## src/rtl/ifetch_ctrl.sv

```systemverilog
// ifetch_ctrl: instruction-fetch initiator.
// Owns the fetch PC and issues sequential word fetches to imem.
// The number of fetches in flight is limited by credits.
// Each returned instruction is tagged with its PC and pushed into a small fetch queue toward decode.
// A redirect discards every response still in flight, without stalling the imem handshake.
// Optional feature macro: IFETCH_STATS_EN adds the stat_drop_cnt output, a count of discarded responses.

module ifetch_ctrl #(
    parameter logic [31:0] RESET_PC        = 32'h0000_0000,
    parameter int          MAX_OUTSTANDING = 4,
    parameter int          FQ_DEPTH        = 4
) (
    input  logic        clk,
    input  logic        rst_n,
    input  logic        redirect_valid,
    input  logic [31:0] redirect_pc,
    output logic        imem_req_valid,
    input  logic        imem_req_ready,
    output logic [31:0] imem_req_addr,
    input  logic        imem_resp_valid,
    output logic        imem_resp_ready,
    input  logic [31:0] imem_resp_inst,
    output logic        out_valid,
    input  logic        out_ready,
    output logic [31:0] out_pc,
    output logic [31:0] out_inst
`ifdef IFETCH_STATS_EN
    ,
    output logic [31:0] stat_drop_cnt
`endif
);

    // The counter width covers outstanding + fq_count, so the credit sum cannot overflow.
    localparam int CNT_W = $clog2(MAX_OUTSTANDING + FQ_DEPTH + 1);
    localparam int PTR_W = (FQ_DEPTH > 1) ? $clog2(FQ_DEPTH) : 1;

    localparam logic [CNT_W-1:0] CNT_ZERO_C = CNT_W'(0);
    localparam logic [CNT_W-1:0] CNT_ONE_C  = CNT_W'(1);
    localparam logic [CNT_W-1:0] MAX_OUT_C  = CNT_W'(MAX_OUTSTANDING);
    localparam logic [CNT_W-1:0] FQ_DEPTH_C = CNT_W'(FQ_DEPTH);
    localparam logic [PTR_W-1:0] PTR_ZERO_C = PTR_W'(0);
    localparam logic [PTR_W-1:0] PTR_ONE_C  = PTR_W'(1);
    localparam logic [PTR_W-1:0] PTR_LAST_C = PTR_W'(FQ_DEPTH - 1);

    // Queue pointers wrap at FQ_DEPTH, so a depth that is not a power of two also works.
    function automatic logic [PTR_W-1:0] ptr_inc(input logic [PTR_W-1:0] ptr);
        logic [PTR_W-1:0] nxt;
        if (ptr == PTR_LAST_C) begin
            nxt = PTR_ZERO_C;
        end else begin
            nxt = ptr + PTR_ONE_C;
        end
        return nxt;
    endfunction

    logic [31:0]      fetch_pc_r;
    logic [31:0]      resp_pc_r;
    logic [CNT_W-1:0] outstanding_r;
    logic [CNT_W-1:0] drop_cnt_r;
    logic [CNT_W-1:0] fq_count_r;
    logic [PTR_W-1:0] head_r;
    logic [PTR_W-1:0] tail_r;
    logic [31:0]      pc_mem_r   [FQ_DEPTH];
    logic [31:0]      inst_mem_r [FQ_DEPTH];

    logic [CNT_W-1:0] credit_sum_s;
    logic [CNT_W-1:0] resp_fire_ext_s;
    logic [31:0]      redirect_tgt_s;
    logic             req_valid_s;
    logic             req_fire_s;
    logic             resp_fire_s;
    logic             drop_s;
    logic             push_s;
    logic             pop_s;

    // Masking the address, rather than slicing it, keeps every bit of redirect_pc in use.
    assign redirect_tgt_s  = redirect_pc & 32'hFFFF_FFFC;
    assign credit_sum_s    = outstanding_r + fq_count_r;
    assign resp_fire_ext_s = {{(CNT_W-1){1'b0}}, resp_fire_s};

    // Issue rule: a request may go out only if a queue slot is reserved for every fetch in flight.
    always_comb begin
        req_valid_s = 1'b0;
        if (!rst_n) begin
            req_valid_s = 1'b0;
        end else if (redirect_valid) begin
            req_valid_s = 1'b0;
        end else if ((outstanding_r < MAX_OUT_C) && (credit_sum_s < FQ_DEPTH_C)) begin
            req_valid_s = 1'b1;
        end else begin
            req_valid_s = 1'b0;
        end
    end

    // Handshake decode: classify the incoming response as dropped or pushed, and qualify the pop.
    always_comb begin
        req_fire_s  = req_valid_s && imem_req_ready;
        resp_fire_s = imem_resp_valid;
        drop_s      = 1'b0;
        push_s      = 1'b0;
        if (resp_fire_s) begin
            if (redirect_valid || (drop_cnt_r != CNT_ZERO_C)) begin
                drop_s = 1'b1;
            end else begin
                push_s = 1'b1;
            end
        end else begin
            drop_s = 1'b0;
            push_s = 1'b0;
        end
        pop_s = (fq_count_r != CNT_ZERO_C) && out_ready && !redirect_valid;
    end

    assign imem_req_valid  = req_valid_s;
    assign imem_req_addr   = fetch_pc_r;
    assign imem_resp_ready = 1'b1;
    assign out_valid       = (fq_count_r != CNT_ZERO_C);
    assign out_pc          = pc_mem_r[head_r];
    assign out_inst        = inst_mem_r[head_r];

    // Fetch PC: load on redirect, otherwise advance one word per accepted request.
    always_ff @(posedge clk) begin
        if (!rst_n) begin
            fetch_pc_r <= RESET_PC;
        end else if (redirect_valid) begin
            fetch_pc_r <= redirect_tgt_s;
        end else if (req_fire_s) begin
            fetch_pc_r <= fetch_pc_r + 32'd4;
        end
    end

    // Response PC: the tag for the next response that is kept (not discarded).
    always_ff @(posedge clk) begin
        if (!rst_n) begin
            resp_pc_r <= RESET_PC;
        end else if (redirect_valid) begin
            resp_pc_r <= redirect_tgt_s;
        end else if (push_s) begin
            resp_pc_r <= resp_pc_r + 32'd4;
        end
    end

    // Count of requests accepted by imem whose response has not yet returned.
    always_ff @(posedge clk) begin
        if (!rst_n) begin
            outstanding_r <= CNT_ZERO_C;
        end else begin
            case ({req_fire_s, resp_fire_s})
                2'b10:   outstanding_r <= outstanding_r + CNT_ONE_C;
                2'b01:   outstanding_r <= outstanding_r - CNT_ONE_C;
                default: outstanding_r <= outstanding_r;
            endcase
        end
    end

    // On a redirect, every response still in flight becomes stale, including any left from an earlier redirect.
    always_ff @(posedge clk) begin
        if (!rst_n) begin
            drop_cnt_r <= CNT_ZERO_C;
        end else if (redirect_valid) begin
            drop_cnt_r <= outstanding_r - resp_fire_ext_s;
        end else if (drop_s) begin
            drop_cnt_r <= drop_cnt_r - CNT_ONE_C;
        end
    end

    // Fetch-queue pointers and occupancy; a redirect empties the queue and ignores any pop in that cycle.
    always_ff @(posedge clk) begin
        if (!rst_n) begin
            head_r     <= PTR_ZERO_C;
            tail_r     <= PTR_ZERO_C;
            fq_count_r <= CNT_ZERO_C;
        end else if (redirect_valid) begin
            head_r     <= PTR_ZERO_C;
            tail_r     <= PTR_ZERO_C;
            fq_count_r <= CNT_ZERO_C;
        end else begin
            if (push_s) begin
                tail_r <= ptr_inc(tail_r);
            end
            if (pop_s) begin
                head_r <= ptr_inc(head_r);
            end
            case ({push_s, pop_s})
                2'b10:   fq_count_r <= fq_count_r + CNT_ONE_C;
                2'b01:   fq_count_r <= fq_count_r - CNT_ONE_C;
                default: fq_count_r <= fq_count_r;
            endcase
        end
    end

    // Fetch-queue storage; reset clears it so the outputs read zero until the first push.
    always_ff @(posedge clk) begin
        if (!rst_n) begin
            for (int i = 0; i < FQ_DEPTH; i++) begin
                pc_mem_r[i]   <= 32'h0000_0000;
                inst_mem_r[i] <= 32'h0000_0000;
            end
        end else if (push_s) begin
            pc_mem_r[tail_r]   <= resp_pc_r;
            inst_mem_r[tail_r] <= imem_resp_inst;
        end
    end

`ifdef IFETCH_STATS_EN
    logic [31:0] stat_drop_r;

    // Free-running count of discarded responses; wraps at 2^32.
    always_ff @(posedge clk) begin
        if (!rst_n) begin
            stat_drop_r <= 32'h0000_0000;
        end else if (drop_s) begin
            stat_drop_r <= stat_drop_r + 32'd1;
        end
    end

    assign stat_drop_cnt = stat_drop_r;
`endif

endmodule

```

## config.mk

```make
export PLATFORM = sky130hd
export DESIGN_NAME = ifetch_ctrl
export DESIGN_NICKNAME = d
export VERILOG_FILES = /design/src/rtl/ifetch_ctrl.sv
export SDC_FILE = /design/constraint.sdc
export NUM_CORES = 1
export LEC_CHECK = 0
export ABC_CLOCK_PERIOD_IN_PS = 3900
export CORE_AREA = 2 2 229 231
export DETAILED_ROUTE_END_ITERATION = 10
export DIE_AREA = 0 0 231 233
export GPL_TIMING_DRIVEN = 0
export PLACE_DENSITY = 0.51
export SLEW_MARGIN = 20
export SYNTH_ARGS = -nofsm -noshare
export SYNTH_HDL_FRONTEND = slang
export SYNTH_SLANG_ARGS = --single-unit
```

## constraint.sdc

```tcl
create_clock -name clk -period 3.9 [get_ports clk]
set_input_delay 0.585 -clock clk [delete_from_list [all_inputs] [get_ports clk]]
set_output_delay 0.585 -clock clk [all_outputs]
set_load 0.02 [all_outputs]
```

Yosys cells after proc, flatten, opt, wreduce, memory -nomap -nowiden
Memories as Yosys holds them, arrays and structs flattened. A register that Yosys moved wholly into a read port is not among the register bits.
Cells that the tools add are included.

operators by class
  add/sub/neg operators = 11
  order comparisons = 2
  eq/ne operators = 6
  muxes and demuxes = 31
  bitwise operators = 1
  reductions and logical operators = 16

operators with widths
  kind                                                                  count
  32-bit two-way mux                                                    6
  32-bit by 3-bit adder with 32-bit output, second input constant       2
  32-bit OR reduction                                                   2
  2-bit two-way mux                                                     8
  4-bit case mux with 2 select lines                                    2
  1-bit two-way mux                                                     13
  4-bit by 1-bit subtractor with 4-bit output, second input constant    3
  2-bit nonzero test                                                    5
  4-bit by 1-bit adder with 4-bit output, second input constant         2
  2-bit == test, second input constant                                  4
  4-bit by 3-bit < comparator with 1-bit output, second input constant  2
  4-bit two-way mux                                                     2
  4-bit nonzero test                                                    2
  2-bit by 1-bit adder with 2-bit output, second input constant         2
  4-bit adder                                                           1
  2-bit by 1-bit == test with 1-bit output, second input constant       2
  1-bit logical AND                                                     4
  4-bit by 1-bit subtractor with 4-bit output                           1
  2-bit OR reduction                                                    1
  1-bit zero test                                                       1
  1-bit logical OR                                                      1
  1-bit inverter                                                        1

storage, ports and cells
  register bits = 80
  bits in writable memories = 256
  input port bits = 70
  output and inout bits = 99
  word-level logic and storage cells = 78
  memories kept = 2

memory list
  memory      depth  width  read ports  clocked after Yosys merged registers in  wr ports  line  source
  inst_mem_r  4      32     1           1                                        4         64    logic [31:0] inst_mem_r [FQ_DEPTH];
  pc_mem_r    4      32     1           1                                        4         63    logic [31:0] pc_mem_r [FQ_DEPTH];

Depth between registers and ports, before layout
Gate-level depths: netlist of run 1.

  depth in word-level cells = 9
  gate-level depth with buffers = 14

Worst setup path before layout of run 1
Ideal clock, no wire load.

  kind = register to register
  start = register drop_cnt_r[0]
  end = memory inst_mem_r[0][0], enable pin
  library setup time = 0.430 ns
  arrival = 3.183 ns
  required time = 3.470 ns
  setup slack = 0.287 ns
  stages on the path, launching flop included = 10
  buffers on the path = 2
  cells stage by stage = dfxtp_1 inv_1 ha_1 nand4bb_1 clkbuf_1 nor2_2 nand2_1 nor3_1 clkbuf_1 nand2b_1

RTL lines
  item                    line  source
  start, declared         59    logic [CNT_W-1:0] drop_cnt_r;
  start signal, assigned  161   drop_cnt_r <= outstanding_r - resp_fire_ext_s;
  start signal, assigned  163   drop_cnt_r <= drop_cnt_r - CNT_ONE_C;
  end, declared           64

Worst setup path after layout of run 1
  start = input rst_n
  end = register outstanding_r[3]

between the ends
  cells in the longest elaborated chain, start to end = 4
  elaborated cells on any way between the ends = 6
  those cells by class = eq/ne (2); mux (2); reduce/logical (2)

ends and longest elaborated chain
  item                                                                       line  source
  start, declared                                                            14    input logic rst_n,
  1-bit two-way mux                                                          84    if (!rst_n) begin
  1-bit logical AND                                                          97    req_fire_s = req_valid_s && imem_req_ready;
  2-bit by 1-bit == test with 1-bit output or 2-bit == test (tied branches)  148   case ({req_fire_s, resp_fire_s})
  4-bit case mux with 2 select lines or 2-bit nonzero test (tied branches)   -
  end signal, assigned                                                       149   2'b10: outstanding_r <= outstanding_r + CNT_ONE_C;
  end signal, assigned                                                       150   2'b01: outstanding_r <= outstanding_r - CNT_ONE_C;
  end signal, assigned                                                       151   default: outstanding_r <= outstanding_r;
  end, declared                                                              58    logic [CNT_W-1:0] outstanding_r;

Several ways; a longest one is shown, not always the timed one.
A chain may end at the register's enable or synchronous reset.

==> results_dict.tcl, run 1 <==
set metrics [dict create \
    totalNegativeSetupSlack_ns 0 \
    critical_path_required_ns 4.36 \
    core-area_sq_um 51100 \
    drv_slew 0 \
    grt_first_pass_wirelength_microns 66300 \
    diodes 0 \
    dpl-instance-area_sq_um 17800 \
    worst_r2r_path_depth 14 \
    final_layout_size_suffix_gt1_share_pct 10.2 \
    grt_overflow_total 0 \
    worst_endpoint_data_arrival_time_ns 4.20 \
    grt_antenna_before_repair 0 \
    worst_hold_path_type "reg -> reg" \
    irDropWorstVdd_mv 0.237 \
    run_status "finished clean" \
    first_global_vias 10700 \
    number_of_synthesized_flops_with_an_enable_pin 248 \
    num_vias 10400 \
    clk-insertion-delay-late_ns 0.54 \
    clk_path_buf_depth 3 \
    fin_worst_hold_slack_ns 0.491 \
    cts_num_sinks 326 \
    hpwlAfterDp_microns 29700 \
    flop_and_latch_count_out_of_synthesis 326 \
    pin_count_of_the_biggest_net_entering_global_routing 44 \
    post_synth_main_area_contributors "edfxtp_1 49%, dfxtp_1 10%, mux4_2 9.2%, and2_1 7.6%, and3_1 2.6%" \
    grt_use_total_pct 16.3 \
    crit_path_start_kind "primary input" \
    rows 83 \
    cts_tree "done" \
    syn_area_per_cell_sq_um 12.7 \
    final_setup_margin_ns 0.161 \
    type_of_the_setup_path_with_the_least_slack "in -> reg" \
    clk_pin_slew_ns 0.06 \
    via_per_inst 4.96 \
    finClkSkew_ns 0.0178 \
    worst_hold_depth 2 \
    horizontal_die_dimension_microns 231 \
    p_per_area_nw_per_um2 439 \
    cts-buffers-inserted 38 \
    synthArstFlopShare_pct 0 \
    ys_warn_count 0 \
    postSynth.topFlopCell "edfxtp_1" \
    yosys.cell_count.top_type "edfxtp_1" \
    final_cell_count_no_fill 2105 \
    fmax_mhz 267 \
    crit_path_max_fanout 10 \
    start_util_pct 29.7 \
    drc_violations_left 0 \
    die_h_microns 233 \
    setup_repair_after_global_routing_missed_its_margin "no" \
    yosysSeqAreaShare_pct 59.3 \
    synth_largest_area_cell "edfxtp_1" \
    cts_hold_buf 0 \
    pin_count 169 \
    endpoint_kind "register" \
    post_synth_inst_count 1192 \
    yosysTopAreaCellShare_pct 49.0 \
    total_die_area_sq_um 53800 \
    final_critical_path_time_including_i_o_delays_and_setup_ns 3.74 \
    number_of_h_tree_branching_levels 2 \
    postRouteAntennaNets 0 \
    whs_endpoint "head_r[1]" \
    leakagePower_nw 6.64 \
    cts_root_buf "clkbuf_16" \
    syn_area_sq_um 15200 \
    worstReg2RegStart "outstanding_r[2]" \
    worst-r2r-setup-slack_ns 0.21 \
    max_cap_violations 0 \
    gpl.final_weighted_congestion 0.833 \
    detail_route.iter0.violations 811 \
    firstDrtPassIters 5 \
    wl_per_cell_microns 20.9 \
    hp-start "head_r[1]" \
    synthTopCellsByCount "248 x edfxtp_1, 185 x and2_1, 78 x dfxtp_1, 65 x clkbuf_1" \
    buffer_ports.inserted 161 \
    post_synth_num_cell_types 68 \
    final_min_period_over_clock_period_pct 95.9 \
    finalHoldViolations 0 \
    setup_violations 0 \
    fin_nets 1488 \
    drt-total-wl_microns 44000 \
    dp_worst_setup_slack_ns -0.464 \
    timing.rr.end "outstanding_r[3]" \
    place.detailed.instances 2040 \
    worstMarginPinSlew_ns 1.03 \
    layout.cell_area.non_filler_sq_um 19000 \
    timing.slew.headroom_pct 31.1 \
    syn_to_final_growth_pct 24.8 \
]
[per-layer routing]
metal	wire, microns	share of wire, %	up-vias	GRT usage, %
met4	692	1.6	0	3.71
met3	2680	6.1	50	2.63
li1	-	-	4877	-
met1	19800	45	5138	22.3
met5	0	0	-	0
met2	20800	47	379	27.2
[cells in the final DEF (no fill, tap or decap), types with 23 or more instances in the layout]
cell type and instances:
and3_1 62, and2_1 185, dfxtp_1 78, a21oi_1 46, mux4_2 62, clkbuf_16 39, clkdlybuf4s50_1 161, clkbuf_1 75
o21ai_0 30, nand2_1 60, edfxtp_1 248, nor2_1 43, nor4_1 23
[power breakdown]
part           switching, mW  internal, mW  leakage (nW)  total, mW
Clock                   1.41          1.97         0.558       3.38
Combinational          0.529         0.388          2.88      0.917
Sequential             0.121          3.91          3.21       4.03
Total                   2.06          6.27          6.64       8.33
[final cells by class]
class | count | area [sq um]
Buffer | 86 | 369
Clock buffer | 51 | 1020
Clock inverter | 14 | 138
Fill cell | 5028 | 32100
Inverter | 24 | 90.1
Multi-Input combinational cell | 759 | 5780
Sequential cell | 326 | 9010
Tap cell | 680 | 851
Timing Repair Buffer | 165 | 1700
[sequential cells by signal, summed over array words and instances, names as in the netlist, named ones only]
register       cells
tail_r             2
outstanding_r      4
head_r             2
drop_cnt_r         4
pc_mem_r         120
inst_mem_r       128
imem_req_addr     30
resp_pc_r         30
fq_count_r         4
[what timing repair did]
action,4_1_cts,5_1_grt
buffers inserted,0,0
gates cloned,0,1
resized for setup,2,2
setup endpoints to repair,10,38
[worst max-delay path by stage]
stage	start	endpoint	cells after the start
4_1_cts	register	out_inst[23]	4
3_5_place_dp	imem_resp_valid	inst_mem_r[0][7]	9
3_3_place_gp	imem_resp_valid	inst_mem_r[0][7]	8
2_1_floorplan	drop_cnt_r[0]	inst_mem_r[0][0]	9
6_report	rst_n	outstanding_r[3]	15
5_1_grt	imem_resp_valid	pc_mem_r[0][23]	9
[worst max-delay path, cell delays in order]
cell,delay (ns)
clkdlybuf4s50_1,0.58
nand2b_1,0.16
buf_2,0.29
nand4bb_1,0.20
clkbuf_1,0.43
nor2_4,0.14
inv_2,0.17
buf_2,0.27
ha_1,0.24
ha_1,0.24
a21o_1,0.17
a21oi_1,0.17
xnor2_1,0.09
or3_1,0.30
a21oi_1,0.14
[kinds of logic after synthesis]
| logic type | after synthesis | synth area share, % |
|---|---|---|
| adders and majority gates | 18 | 1.58 |
| and+or+nand+nor | 484 | 18.4 |
| xor gates and xnor gates | 30 | 1.73 |
| AOI/OAI and AO/OA | 155 | 6.55 |
| muxes | 66 | 9.45 |
| buffers and inverters | 111 | 2.99 |
| DFF | 326 | 59.3 |
| other | 2 | 0.0494 |
[through the flow]
| step | utilization [%] | power, mW |
|---|---|---|
| 3_3_place_gp | 34.6 | 5.01 |
| 6_report | 37.1 | 8.33 |
| 2_1_floorplan | - | 4.57 |
| 4_1_cts | 37.1 | 8.42 |
| 5_1_grt | 37.1 | 8.63 |
| 3_5_place_dp | 34.8 | 5.02 |
Note: power is estimated with default switching activity, not from simulation.
==> run 2: changes to the inputs <==
Settings changed: ABC_AREA from default to 1, CORE_AREA 2 2 229 231 to 2 2 233 235, DIE_AREA 0 0 231 233 to 0 0 235 237.
==> run 2 against run 1 <==
Net effect:
- design area grew 3.5%
- sequential share of layout area shrank 1.6 points
- critical path type is now reg -> out
- clock power grew 5%
- global-route usage grew 1.6 points
- largest power group unchanged
==> results_dict.tcl, run 2 <==
set metrics [dict create \
    endpoint_kind "output pin" \
    grt_first_pass_wirelength_microns 77500 \
    fmax_mhz 259 \
    clock_power_share_pct 41.6 \
    largest_register_ff_count 128 \
    max_cap_violations 0 \
    final_layout_size_suffix_gt1_share_pct 6.63 \
    syn_area_sq_um 15700 \
    drt-total-wl_microns 50600 \
    syn_area_per_cell_sq_um 8.69 \
    clk_pin_slew_ns 0.06 \
    grt_antenna_before_repair 0 \
    buffer_ports.inserted 160 \
    drc_violations_left 0 \
    timing.critical_path.slowest_cell_delay_ns 0.69 \
    yosysSeqAreaShare_pct 57.2 \
    finClkSkew_ns 0.0186 \
    path_buf_inv 3 \
    dp_worst_setup_slack_ns 0.0820 \
    multiInputGateArea_sq_um 5740 \
    worst_hold_path_type "in -> reg" \
    most_common_library_cell_in_the_layout_ignoring_fill_and_taps "nor2_1" \
    cts-buffers-inserted 39 \
    start_util_pct 29.5 \
    worstMarginPinSlew_ns 0.944 \
    yosys.cell_count.top_type "nor2_1" \
    grt_use_met1_pct 23.8 \
    fin_nets 2110 \
    critical_path_required_ns 3.31 \
    die_h_microns 237 \
    finalHoldViolations 0 \
    flop_and_latch_count_out_of_synthesis 326 \
    layout_utilization_pct 36.8 \
    ys_warn_count 0 \
    post_synth_num_cell_types 39 \
    setup_violations 0 \
    num_vias 13400 \
    power.share.combinational_pct 11.4 \
    critical-path-slowest-cell "clkdlybuf4s50_1" \
    post_synth_main_area_contributors "edfxtp_1 47%, nor2_1 11%, dfxtp_1 9.9%, nand2_1 6.6%, o21ai_0 5.5%" \
    setup_repair_after_global_routing_missed_its_margin "yes" \
    cts_hold_buf 0 \
    final_setup_margin_ns 0.0350 \
    global_route.usage.met3_pct 3.00 \
    crit_path_start_kind "register" \
    syn_to_final_growth_pct 24.8 \
    p_per_area_nw_per_um2 435 \
    seq_power_share_pct 47.0 \
    core-area_sq_um 53300 \
    type_of_the_setup_path_with_the_least_slack "reg -> out" \
    max_flop_register "inst_mem_r" \
    detail_route.iter0.violations 1042 \
    clk_path_buf_depth 3 \
    rows 85 \
    layout_top_registers "inst_mem_r x128, pc_mem_r x120" \
    family_with_the_most_delay_on_the_worst_path "buffers and inverters" \
    layout_common_cells "469 x nor2_1, 275 x nand2_1, 248 x edfxtp_1" \
    first_global_vias 13200 \
    grt_busiest_layer "met2" \
    grt_overflow_total 0 \
    total_die_area_sq_um 55700 \
    final_min_period_over_clock_period_pct 99.1 \
    fillerInstances 5425 \
    via_per_inst 4.86 \
    power_switching_mw 2.22 \
    cts_num_sinks 326 \
    cts_root_buf "clkbuf_16" \
    clk-insertion-delay-late_ns 0.56 \
    run_status "finished clean" \
    number_of_synthesized_flops_with_an_enable_pin 248 \
    gpl.final_weighted_congestion 0.893 \
    hpwlAfterDp_microns 35100 \
    internal_power_contribution_mw 6.32 \
    crit_path_max_fanout 10 \
    yosysTopAreaCellShare_pct 47.3 \
    worst_endpoint_data_arrival_time_ns 3.28 \
    grt_use_total_pct 17.9 \
    timing.slew.headroom_pct 37.1 \
    wl_per_cell_microns 18.4 \
    diodes 0 \
    postSynth.topFlopCell "edfxtp_1" \
    number_of_h_tree_branching_levels 2 \
    seq_area_sq_um 9010 \
    worstPathCellList "clkbuf_2 -> clkbuf_1 -> nor2_1 -> o22ai_1 -> clkdlybuf4s50_1" \
    sw_frac_of_total_pct 26.0 \
    pin_count_of_the_biggest_net_entering_global_routing 46 \
    irDropWorstVdd_mv 0.265 \
    horizontal_die_dimension_microns 235 \
    leakagePower_nw 7.33 \
    post_synth_inst_count 1811 \
    drv_slew 0 \
    gr-usage-met2_pct 29.9 \
    postRouteAntennaNets 0 \
    cts_tree "done" \
    synthArstFlopShare_pct 0 \
    final_critical_path_time_including_i_o_delays_and_setup_ns 3.86 \
    firstDrtPassIters 6 \
    synth_largest_area_cell "edfxtp_1" \
    pin_count 169 \
    synthTopCellsByCount "469 x nor2_1, 278 x nand2_1, 248 x edfxtp_1, 174 x o21ai_0, 137 x inv_1" \
]
run 2: cell types whose count changed after synthesis, moves of 82 or more:
cell	change
nor2_1	+426
nand2_1	+217
and2_1	-185
o21ai_0	+144
inv_1	+115
nand3_1	+82
run 2: power groups by stage:
stage          Combinational (mW)  Clock [mW]  Sequential [mW]
5_1_grt                      1.07        3.75             4.03
4_1_cts                     0.984        3.61             4.01
6_report                    0.972        3.56             4.01
2_1_floorplan               0.519           0             4.08
3_3_place_gp                0.949           0             4.10
3_5_place_dp                0.980           0             4.09
run 2: cell type report:
cell class	instances	share of cell area, %
multi-input cells	1247	29.2
well taps	696	4.44
plain buffers	96	2.58
repair buffers	169	8.90
clock buffers	48	5.35
inverters	143	2.73
clock inverters	21	0.899
flip-flops and latches	326	45.9
run 2: worst min-delay path, cell delays in order:
cell and delay (ns):
buf_4 0.17, o21ai_0 0.08, a31oi_1 0.04
run 2: per-layer routing:
| metal | up-vias | wire, microns |
|---|---|---|
| li1 | 6503 | - |
| met1 | 6320 | 21900 |
| met2 | 456 | 24100 |
| met3 | 74 | 3270 |
| met4 | 0 | 1240 |
| met5 | - | 0 |
run 2: through the flow:
stage / cell area, sq um / total power [mW] / TNS, ns / hold WS [ns] / std cells
2_1_floorplan: 15800 / 4.60 / 0 / 0.455 / 1814
3_3_place_gp: 18200 / 5.05 / -408.24 / 0.479 / 2670
3_5_place_dp: 18400 / 5.06 / 0 / 0.489 / 2679
4_1_cts: 19600 / 8.61 / 0 / 0.339 / 2747
5_1_grt: 19600 / 8.85 / -0.110 / 0.358 / 2746
6_report: 19600 / 8.55 / 0 / 0.361 / 2746
run 2: kinds of logic (layout without fill, tap and decap cells):
| logic type | Yosys count | in the layout | synth area share, % |
|---|---|---|---|
| AOI/OAI and AO/OA | 309 | 309 | 10.6 |
| other | 2 | 5 | 0.0477 |
| buffers and inverters | 241 | 477 | 6.61 |
| DFF | 326 | 326 | 57.2 |
| adders and majority gates | 18 | 18 | 1.53 |
| xor gates and xnor gates | 11 | 11 | 0.612 |
| and+or+nand+nor | 904 | 904 | 23.4 |
run 2: path summary, 6_finish.rpt:
kind / startpoint / to / slack (ns) / cells past startpoint
setup / recovery: register / out_pc[16] / 0.04 / 5
hold / removal: rst_n / resp_pc_r[3] / 0.36 / 3
setup reg to reg: drop_cnt_r[0] / pc_mem_r[1][20] / 0.86 / 10
hold reg to reg: outstanding_r[0] / outstanding_r[0] / 0.50 / 1
run 2: repair_timing:
item	CTS	global route
cloned	0	0
resized for setup	9	2
buffers inserted	0	0
endpoints found under the setup margin	60	7
==> run 3: changes to the inputs <==
Settings changed: SETUP_SLACK_MARGIN from default to 0.02.
==> run 3 against run 2 <==
Net effect:
- design area about the same
- clock power about the same
- critical path depth up 1
- worst hold slack better by 0.0025 ns
- sequential share of layout area about the same
- register-to-register slack about the same
- combinational power about the same
- sequential power about the same
- wire length about the same
- utilization about the same
==> results_dict.tcl, run 3 (synthesized netlist as in run 2, its figures left out) <==
set metrics [dict create \
    clk-insertion-delay-late_ns 0.56 \
    most_common_library_cell_in_the_layout_ignoring_fill_and_taps "nor2_1" \
    worstMarginPinSlew_ns 0.944 \
    grt_use_total_pct 17.9 \
    endpoint_kind "output pin" \
    cts_num_sinks 326 \
    critical_path_required_ns 3.31 \
    gpl.final_weighted_congestion 0.893 \
    multiInputGateArea_sq_um 5740 \
    num_vias 13300 \
    fmax_mhz 269 \
    drc_violations_left 0 \
    setup_repair_after_global_routing_missed_its_margin "no" \
    fillerInstances 5425 \
    grt_antenna_before_repair 0 \
    pin_count 169 \
    final_critical_path_time_including_i_o_delays_and_setup_ns 3.71 \
    irDropWorstVdd_mv 0.264 \
    crit_path_start_kind "register" \
    cts_root_buf "clkbuf_16" \
    type_of_the_setup_path_with_the_least_slack "reg -> out" \
    drv_slew 0 \
    power.share.combinational_pct 11.4 \
    setup_violations 0 \
    sw_frac_of_total_pct 26.1 \
    total_die_area_sq_um 55700 \
    clk_path_buf_depth 3 \
    die_h_microns 237 \
    via_per_inst 4.85 \
    clock_power_share_pct 41.7 \
    power_switching_mw 2.23 \
    worst-r2r-setup-slack_ns 0.86 \
    p_per_area_nw_per_um2 435 \
    worst_r2r_path_depth 10 \
    finalHoldViolations 0 \
    horizontal_die_dimension_microns 235 \
    start_util_pct 29.5 \
    diodes 0 \
    run_status "finished clean" \
    max_cap_violations 0 \
    max_flop_register "inst_mem_r" \
    endpoint "out_pc[16]" \
    fin_nets 2110 \
    number_of_h_tree_branching_levels 2 \
    final_cell_count_no_fill 2746 \
    grt_first_pass_wirelength_microns 77500 \
    grt_overflow_total 0 \
    timing.rr.end "pc_mem_r[1][20]" \
    crit_path_max_fanout 10 \
    wl_per_cell_microns 18.4 \
    postRouteAntennaNets 0 \
    syn_to_final_growth_pct 24.8 \
    hpwlAfterDp_microns 35100 \
    place.detailed.instances 2679 \
    worst_endpoint_data_arrival_time_ns 3.13 \
    pin_count_of_the_biggest_net_entering_global_routing 46 \
    final_min_period_over_clock_period_pct 95.2 \
    buffer_ports.inserted 160 \
    seq_area_sq_um 9010 \
    detail_route.iter0.violations 1046 \
    clk_pin_slew_ns 0.06 \
    cts_tree "done" \
    leakagePower_nw 7.34 \
    fin_worst_hold_slack_ns 0.364 \
    worst_hold_path_type "in -> reg" \
    layout_top_registers "inst_mem_r x128, pc_mem_r x120" \
    timing.slew.headroom_pct 37.1 \
    worstReg2RegStart "drop_cnt_r[0]" \
    finClkSkew_ns 0.0155 \
    core-area_sq_um 53300 \
    cts-buffers-inserted 39 \
    first_global_vias 13200 \
    layout_common_cells "469 x nor2_1, 275 x nand2_1, 248 x edfxtp_1" \
    rows 85 \
    drt-total-wl_microns 50600 \
    firstDrtPassIters 5 \
    largest_register_ff_count 128 \
    internal_power_contribution_mw 6.32 \
    final_layout_size_suffix_gt1_share_pct 6.78 \
    seq_power_share_pct 47.0 \
]
[run 3: worst min-delay path by stage]
stage          cells after the start             start               end  slack (ns)
3_3_place_gp                       1  outstanding_r[0]  outstanding_r[0]        0.48
3_5_place_dp                       1  outstanding_r[0]  outstanding_r[0]        0.49
2_1_floorplan                      1  outstanding_r[0]  outstanding_r[0]        0.46
4_1_cts                            3             rst_n      resp_pc_r[3]        0.34
5_1_grt                            3             rst_n  outstanding_r[1]        0.36
6_report                           3             rst_n  outstanding_r[0]        0.36
[run 3: power groups by stage]
stage / Combinational (mW) / Sequential [mW] / Clock (mW)
after floorplan: 0.519 / 4.08 / 0
after global placement: 0.949 / 4.10 / 0
after detailed placement: 0.980 / 4.09 / 0
after CTS: 0.985 / 4.01 / 3.61
after global routing: 1.07 / 4.03 / 3.75
final: 0.973 / 4.01 / 3.56
[run 3: cell type report]
type | count | area share, %
Sequential cell | 326 | 45.9
Multi-Input combinational cell | 1247 | 29.2
Timing Repair Buffer | 169 | 8.90
Clock buffer | 48 | 5.35
Tap cell | 696 | 4.43
Inverter | 143 | 2.73
Buffer | 96 | 2.60
Clock inverter | 21 | 0.898
[run 3: stage by stage]
step / instance area, sq um / worst slack (ns) / utilization (%) / total power [mW] / TNS (ns)
global route: 19600 / 0.0450 / 36.9 / 8.85 / 0
finish: 19600 / 0.187 / 36.9 / 8.55 / 0
global placement: 18200 / -1.82 / 34.2 / 5.05 / -408.24
CTS: 19600 / 0.0253 / 36.9 / 8.61 / 0
floorplan: 15800 / 0.655 / - / 4.60 / 0
detailed placement: 18400 / 0.0820 / 34.5 / 5.06 / 0
[run 3: worst max-delay path, cell delays in order (launching register included)]
cell and delay, ns:
dfxtp_1 0.48, inv_1 0.29, clkbuf_2 0.32, clkbuf_2 0.33, nor2_1 0.07, o22ai_1 0.38, clkdlybuf4s50_1 0.69
[run 3: what timing repair did]
action	in CTS	in global routing
hold buffers	0	0
endpoints found under the setup margin	60	15
buffers inserted	0	0
resized for setup	10	6
[run 3: layer usage]
| metal | wire, microns | part of all wire (%) | up-vias | global-route usage (%) |
|---|---|---|---|---|
| met4 | 1240 | 2.4 | 0 | 5.49 |
| met5 | 0 | 0 | - | 0 |
| met2 | 24100 | 48 | 441 | 29.9 |
| met3 | 3190 | 6.3 | 72 | 2.97 |
| li1 | - | - | 6508 | - |
| met1 | 22100 | 44 | 6302 | 23.9 |
